### src/rtl/seq_detector_param_moore.sv
// seq_detector_param_moore
// Parametrised Moore serial pattern detector with a runtime-programmable
// pattern, selectable overlapping/non-overlapping detection, an input
// qualifier and a saturating match counter. The detect output comes
// straight from a state register, so there is no combinational path
// from x to y.

module seq_detector_param_moore #(
  parameter int             N       = 3,
  parameter logic [N-1:0]   PATTERN = 3'b110,
  parameter bit             OVERLAP = 1'b1,
  parameter int             CNT_W   = 8
) (
  input  logic             clk,
  input  logic             rst,
  input  logic             en,
  input  logic             x,
  input  logic             cfg_we,
  input  logic [N-1:0]     cfg_pattern,
  input  logic             cnt_clr,
  output logic             y,
  output logic [CNT_W-1:0] match_count
);

  localparam int               FILL_W    = $clog2(N + 1);
  localparam logic [FILL_W-1:0] FILL_FULL = FILL_W'(N);
  localparam logic [CNT_W-1:0]  CNT_MAX   = {CNT_W{1'b1}};

  typedef enum logic {
    ST_IDLE   = 1'b0,
    ST_DETECT = 1'b1
  } det_state_t;

  det_state_t        state_q, state_d;
  logic [N-1:0]      pattern_q, pattern_d;
  logic [N-1:0]      hist_q, hist_d;
  logic [FILL_W-1:0] fill_q, fill_d;
  logic [CNT_W-1:0]  count_q, count_d;

  logic [N-1:0]      hist_shift;
  logic [FILL_W-1:0] fill_inc;
  logic              accept;
  logic              match;

  // Candidate history/fill for an accepted bit and the resulting match flag
  always_comb begin
    hist_shift = {hist_q[N-2:0], x};
    fill_inc   = (fill_q == FILL_FULL) ? FILL_FULL : fill_q + 1'b1;
    accept     = en && !cfg_we;
    match      = accept && (hist_shift == pattern_q) && (fill_inc == FILL_FULL);
  end

  // Next-state logic: a config write wins over data, en=0 holds everything
  always_comb begin
    state_d   = state_q;
    pattern_d = pattern_q;
    hist_d    = hist_q;
    fill_d    = fill_q;
    count_d   = count_q;

    if (cfg_we) begin
      pattern_d = cfg_pattern;
      fill_d    = '0;
      state_d   = ST_IDLE;
    end else if (en) begin
      hist_d  = hist_shift;
      state_d = match ? ST_DETECT : ST_IDLE;
      if (match) begin
        fill_d = OVERLAP ? FILL_FULL : '0;
      end else begin
        fill_d = fill_inc;
      end
    end

    if (cnt_clr) begin
      count_d = '0;
    end else if (match && (count_q != CNT_MAX)) begin
      count_d = count_q + 1'b1;
    end
  end

  // State registers with synchronous reset taking priority over everything
  always_ff @(posedge clk) begin
    if (rst) begin
      state_q   <= ST_IDLE;
      pattern_q <= PATTERN;
      hist_q    <= '0;
      fill_q    <= '0;
      count_q   <= '0;
    end else begin
      state_q   <= state_d;
      pattern_q <= pattern_d;
      hist_q    <= hist_d;
      fill_q    <= fill_d;
      count_q   <= count_d;
    end
  end

  assign y           = (state_q == ST_DETECT);
  assign match_count = count_q;

endmodule

### config.mk
export PLATFORM = sky130hd
export DESIGN_NAME = seq_detector_param_moore
export DESIGN_NICKNAME = d
export VERILOG_FILES = /design/src/rtl/seq_detector_param_moore.sv
export SDC_FILE = /design/constraint.sdc
export NUM_CORES = 1
export LEC_CHECK = 0
export ABC_CLOCK_PERIOD_IN_PS = 2200
export CAP_MARGIN = 20
export CORE_UTILIZATION = 40
export DETAILED_ROUTE_END_ITERATION = 8
export PLACE_DENSITY = 0.63
export SYNTH_ARGS = -nofsm -noshare
export SYNTH_HDL_FRONTEND = slang
export SYNTH_SLANG_ARGS = --single-unit
### constraint.sdc
create_clock -name clk -period 2.2 [get_ports clk]
set_clock_uncertainty 0.1 [all_clocks]
set_input_delay 0.33 -clock clk [delete_from_list [all_inputs] [get_ports clk]]
set_output_delay 0.33 -clock clk [all_outputs]
set_load 0.02 [all_outputs]
-- Word level (Yosys, flattened, before mapping)
Cells that the tools add are included.
- bits in registers: 16
- output and inout bits: 9
- word-level logic and storage cells: 23
- add/sub/neg operators: 2
- eq/ne operators: 4
- multiplexer cells: 3
- bitwise gates (word level): 1
- reductions and logical operators: 8
- operators by type and width (cell ; number):
    8-bit by 1-bit adder with 8-bit output, second input constant ; 1
    8-bit != test, second input constant ; 1
    2-bit == test, second input constant ; 2
    1-bit logical AND ; 4
    2-bit two-way mux ; 2
    2-bit OR reduction ; 2
    3-bit == test ; 1
    2-bit by 1-bit adder with 2-bit output, second input constant ; 1
    2-bit AND reduction ; 1
    1-bit zero test ; 1
    1-bit two-way mux ; 1
    1-bit NOT ; 1

-- Longest topological paths before layout
Gate-level depths: netlist (run 1).
- depth in word-level cells: 5
- depth in mapped cells: 6

-- Least setup slack after synthesis (run 1)
No wires, ideal clock.
- kind: register to register
- start point: register count_q[0] (netlist: match_count[0])
- end point: register count_q[4] (netlist: match_count[4])
- arrival: 1.655 ns
- required time: 2.030 ns
- path slack: 0.375 ns
- stages on the path, launching flop included: 7
- clock period less this slack: 1.825 ns
- cells stage by stage: dfxtp_1 -> ha_1 -> and2_4 -> and3_1 -> buf_6 -> or4_1 -> a21oi_1
- longest elaborated chain between the ends: 2
- ends and longest elaborated chain (what ; RTL line ; text):
    start, declared ; 38 ; logic [CNT_W-1:0] count_q, count_d;
    start signal, assigned ; 95 ; count_q <= count_d;
    parallel branches: the longest is 2 deep, another holds 8-bit by 1-bit adder with 8-bit output ; -- ;
Parallel ways; which one is timed is not known.
A chain may end at the register's enable or synchronous reset.

-- Worst setup path after layout (run 1)
- start point: register count_q[3] (netlist: match_count[3])
- end point: output match_count[3]
- RTL lines (what ; RTL line ; text):
    end, declared ; 22 ; output logic [CNT_W-1:0] match_count
No word-level cell between the ends.

==> out/results.ini, run 1 <==
[logic_synthesis]
syn_inst=85
synth-edff-count=0
syn-cell-area_sq_um=759
post-synth-top-count-cell=dfxtp_1
yosys.area.top_type_share_pct=42.2
synth.largest_area_cell=dfxtp_1
async_flop_share_pct=0
yosys-top-cells-count=16 x dfxtp_1, 9 x a21oi_1
yosysSeqAreaShare_pct=42.2
synth.distinct_cells=33
synthTopCellsByArea=dfxtp_1 42%, a21oi_1 5.9%, nand3b_1 4.0%
syn_area_per_cell_sq_um=8.94
ys.flop_type=dfxtp_1
ys_warn_count=0
syn_nets=95
ys_ff_latch=16

[routing]
routedWlPerCell_um=11.5
drc=0
ant_nets=0
dr.pass1.iters=4
via_per_inst=5.39
drt_wl_total_um=1490
drtIter0Drc=16
num_vias=701

[floorplan]
start_util_pct=43.5
dieWidth_um=45.6
io_pins=18
num_rows=15
die-area_sq_um=2080
core_area_sq_um=1750
die_h_um=45.6

[placed_design]
placement.cell_area_sq_um=965
dp_hpwl_um=1110
io_buffers=17
routabilityCongestion=0.790

[grt]
grt_max_degree=14
antenna_found_initial=0
gr-total-overflow=0
grt_usage_pct=16.5
grt_pass1_vias=563
grt_pass1_wl_um=2470

[clock_tree]
root_buffer=clkbuf_4
clock_latency_ps=280
cts_buffer_depth=2
clk_pin_slew_ps=100
cts_tree=built
clock-sinks=16
postCtsHoldBufs=0
h-tree-depth=1
cts_resized=0
postCtsSetupBuffers=0
cts_buffers=3

[power_and_ir_drop]
vdd_drop_max_uv=323
power_leakage_nw=0.341
cellPowerDensity_nw_per_um2=537
total_power_uw=537

[cells_and_area]
final_area_sq_um=1000
antenna_cells=0
fillerInstances=175
area_delta_synth_final_pct=31.8
final_nets=116
drive_above_1_share_pct=9.52
seqCellArea_sq_um=320
multi_input_area_sq_um=402

[timing]
timing.slew.headroom_pct=80.5
period_needed_ps=1820
setup_violations=0
period_share_pct=82.6
tightest_slew_ps=289
finalSetupTns_ps=0
hold_violations=0
max_freq_ghz=0.550
drv_slew=0
rsz0062_at_grt=no

[worst_setup_path]
r2r-start=match_count[0]
rr_worst_depth=5
critPathLaunch=match_count[3]
cp_cell_sequence=clkdlybuf4s50_1
crit_type=reg2out
r2r_setup_slack_ps=400
worst_setup_path_start_kind=register
reg2reg_to=match_count[4]
worstSetupEndpointType=output pin
crit_cells=1
critical_path_arrival_ps=1390
cp.required_ps=1770
endpoint=match_count[3]
slowest_stage=clkdlybuf4s50_1
path_delay_family=buffers and inverters
slowest_delay_ps=650
path_max_fanout=8
cp_num_buf_inv=1

[hold_path]
hp-class=reg2reg

[run_status]
status=completed

[run]
maxCapViolCount=0

layer usage:
layer  part of all wire (%)  vias to the layer above  global-route usage (%)
li1                       -                      361                       -
met1                     46                      325                    20.8
met2                     51                       13                    27.7
met3                    3.0                        2                    2.38
met4                   0.80                        0                    7.27
met5                      0                        -                       0
placed cells by master, fill, tap and decap left out, types with 3 or more instances in the layout:
cell / n
clkdlybuf4s50_1: 17
dfxtp_1: 16
a21oi_1: 9
nand3b_1: 4
nor2_1: 4
o21ai_0: 4
buf_4: 4
xnor2_1: 3
nand4_1: 3
inv_1: 3
nor3_1: 3
nand2_1: 3
clkbuf_4: 3
registers in the layout (all words and copies together) (netlist names):
name / flops
y: 1
fill_q: 2
pattern_q: 3
hist_q: 2
match_count: 8
cell families after synthesis:
group,Yosys count,synth area share (%)
compound gates,22,18.1
fa+ha+maj,1,1.65
xor+xnor,3,3.46
flops,16,42.2
simple gates,33,27.0
mux,2,2.64
buf+inv,8,4.94
where the power goes:
group,internal (mW),switching (mW),leakage [nW]
clock,0.101,0.0908,0.0210
combinational,0.0277,0.0189,0.190
sequential,0.295,0.00380,0.130
total,0.424,0.113,0.341
area by class of cell:
class / instances / area share [%]
clock buffers: 4 / 3.62
inverters: 3 / 1.13
multi-input cells: 61 / 40.1
flip-flops and latches: 16 / 32.0
well taps: 25 / 3.13
repair buffers: 21 / 20.0
how the worst min path moves through the flow:
stage	end	slack, ps	start	cells past startpoint
2_1_floorplan	pattern_q[2]	350	cfg_pattern[2]	1
5_1_grt	hist_q[0]	410	hist_q[0]	2
6_report	hist_q[0]	390	hist_q[0]	2
3_3_place_gp	hist_q[0]	370	hist_q[0]	2
4_1_cts	hist_q[0]	390	hist_q[0]	2
3_5_place_dp	hist_q[0]	380	hist_q[0]	2
per-stage QoR:
stage	cells	hold slack (ps)	util, %	worst slack (ps)
after detailed placement	126	377	55.3	125
after global routing	130	412	57.3	277
after floorplan	85	348	-	375
after global placement	126	375	55.3	141
after CTS	130	392	57.3	379
final	130	388	57.3	382
(Power assumes the default switching activity.)
==> run 2: changes to the inputs <==
--- a/config.mk
+++ b/config.mk
@@ -5,7 +5,7 @@
 export SDC_FILE = /design/constraint.sdc
 export NUM_CORES = 1
 export LEC_CHECK = 0
-export ABC_CLOCK_PERIOD_IN_PS = 2200
+export ABC_CLOCK_PERIOD_IN_PS = 1700
 export CAP_MARGIN = 20
 export CORE_UTILIZATION = 40
 export DETAILED_ROUTE_END_ITERATION = 8
==> constraint.sdc (replaced) <==
create_clock -name clk -period 1.7 [get_ports clk]
set_clock_uncertainty 0.1 [all_clocks]
set_input_delay 0.255 -clock clk [delete_from_list [all_inputs] [get_ports clk]]
set_output_delay 0.255 -clock clk [all_outputs]
set_load 0.02 [all_outputs]
==> out/results.ini, run 2 (same netlist as run 1, synthesis figures left out) <==
[cells_and_area]
final_cell_mix=14 x dfxtp_1, 11 x clkdlybuf4s50_1, 9 x buf_4
area_delta_synth_final_pct=48.1
finalNonFillerCells=136  ; +4.6%
layout_commonest_cell=dfxtp_1
final_nets=122  ; +5.2%
drive_above_1_share_pct=25.2  ; +16 points
fillerInstances=166  ; -5.1%
largest_register_ffs=8  ; unchanged
finish.utilization_pct=64.4  ; +7.1 points
antenna_cells=0  ; unchanged
final_area_sq_um=1120  ; +12%

[clock_tree]
clock_latency_ps=280  ; about the same
clock-sinks=16  ; unchanged
cts_buffer_depth=2  ; unchanged
cts_tree=built
postCtsHoldBufs=0  ; unchanged
root_buffer=clkbuf_4
cts_buffers=3  ; unchanged
h-tree-depth=1  ; unchanged
clk_pin_slew_ps=100  ; about the same

[grt]
grt_usage_pct=19.3  ; +2.8 points
gr-total-overflow=0  ; unchanged
grt_pass1_wl_um=2860  ; +16%
grt_max_degree=11  ; -3
grt_pass1_vias=680  ; +21%
antenna_found_initial=0  ; unchanged

[power_and_ir_drop]
power_leakage_nw=0.460  ; +35%
power_switching_uw=157  ; +38%
intPower_uw=551  ; +30%
pwr-share-comb_pct=9.3  ; +0.6 points
swShare_pct=22.1  ; +1.0 points
p_seq_share_pct=54.8  ; -0.9 points
cellPowerDensity_nw_per_um2=629  ; +17%
vdd_drop_max_uv=464  ; +43%
power_frac_clock_pct=35.9  ; +0.3 points

[timing]
setup_violations=0  ; unchanged
tightest_slew_ps=308  ; +18.5 ps
worst_slack_ps=23.0  ; -359 ps
timing.slew.headroom_pct=79.2  ; -1.2 points
rsz0062_at_grt=yes
finalSetupTns_ps=0  ; unchanged
period_needed_ps=1680
period_share_pct=98.6
max_freq_ghz=0.596
hold_violations=0  ; unchanged
drv_slew=0  ; unchanged

[placed_design]
io_buffers=17  ; unchanged
dp_hpwl_um=1220  ; +9.3%
dp_slack_ps=-401  ; -526 ps
routabilityCongestion=0.874  ; +11%
placement.cell_area_sq_um=1020  ; +5.4%
dp_cells=130  ; +3.2%

[floorplan]
core_area_sq_um=1750  ; unchanged
start_util_pct=43.5  ; unchanged
die-area_sq_um=2080  ; unchanged
die_h_um=45.6  ; unchanged
num_rows=15  ; unchanged
io_pins=18  ; unchanged
dieWidth_um=45.6  ; unchanged

[worst_setup_path]
path_max_fanout=8  ; unchanged
worst_setup_path_start_kind=input pin
slowest_delay_ps=470  ; -180 ps
worstSetupEndpointType=register
cp_cell_sequence=clkdlybuf4s50_1, and3b_1, nand4_1, buf_6, buf_4, o41ai_2, a21oi_2
critical_path_arrival_ps=1760  ; +370 ps
crit_type=in2reg
slowest_stage=clkdlybuf4s50_1
cp.required_ps=1780  ; about the same

[routing]
via_per_inst=5.41  ; +0.36%
drtIter0Drc=4  ; -12
drc=0  ; unchanged
num_vias=736  ; +5.0%
ant_nets=0  ; unchanged
dr.pass1.iters=4  ; unchanged
drt_wl_total_um=1720  ; +15%
routedWlPerCell_um=12.6  ; +10%

[run]
maxCapViolCount=0  ; unchanged

[hold_path]
hp-class=in2reg

[run_status]
status=completed

run 2: cell count changes in the layout (fill, tap and decap cells not counted), sizes merged:
| cell | before | now |
|---|---|---|
| buf | 4 | 10 |
| dlymetal6s2s | 0 | 4 |
| clkdlybuf4s50 | 17 | 11 |
| dlygate4sd2 | 0 | 2 |
run 2: cell type report:
| class | instances | area, sq um | share of cell area [%] |
|---|---|---|---|
| flip-flops and latches | 16 | 325 | 28.9 |
| well taps | 25 | 31.3 | 2.78 |
| clock buffers | 4 | 36.3 | 3.23 |
| multi-input cells | 61 | 464 | 41.3 |
| repair buffers | 27 | 256 | 22.8 |
| inverters | 3 | 11.3 | 1.00 |
run 2: per-layer routing:
layer  share of wire (%)  global-route usage (%)  vias up
met5                   0                       0        -
met4                 1.3                    7.27        0
met3                 4.1                    5.95        2
met2                  52                    34.0       18
met1                  42                    21.4      344
li1                    -                       -      372
run 2: final timing paths:
path / from / endpoint / slack [ps] / cells after the start
worst max register to register: match_count[0] / match_count[4] / 50 / 5
worst min-delay path: x / hist_q[0] / 190 / 3
worst max-delay path: en / match_count[5] / 20 / 7
worst min register to register: hist_q[0] / hist_q[0] / 420 / 2
run 2: what timing repair did:
action,CTS,global route
gates resized for setup,2,13
buffers inserted,1,1
setup endpoints to repair,5,8
pin swaps,0,4
run 2: power groups by stage:
stage | Sequential [mW] | Clock, mW | Combinational, mW
2_1_floorplan | 0.394 | 0 | 0.0302
3_3_place_gp | 0.395 | 0 | 0.0615
3_5_place_dp | 0.395 | 0 | 0.0630
4_1_cts | 0.386 | 0.265 | 0.0630
5_1_grt | 0.389 | 0.280 | 0.0719
6_report | 0.388 | 0.254 | 0.0661
run 2: per-stage QoR:
stage | hold WS (ps) | power (mW)
5_1_grt | 193 | 0.741
6_report | 189 | 0.707
3_3_place_gp | 377 | 0.456
3_5_place_dp | 385 | 0.458
2_1_floorplan | 273 | 0.424
4_1_cts | 400 | 0.715
run 2: critical path, delay by kind of cell:
| kind | cells | cell delay [ps] |
|---|---|---|
| AND/OR/NAND/NOR | 2 | 280 |
| buffers and inverters | 3 | 770 |
| AO/OA/AOI/OAI | 2 | 440 |
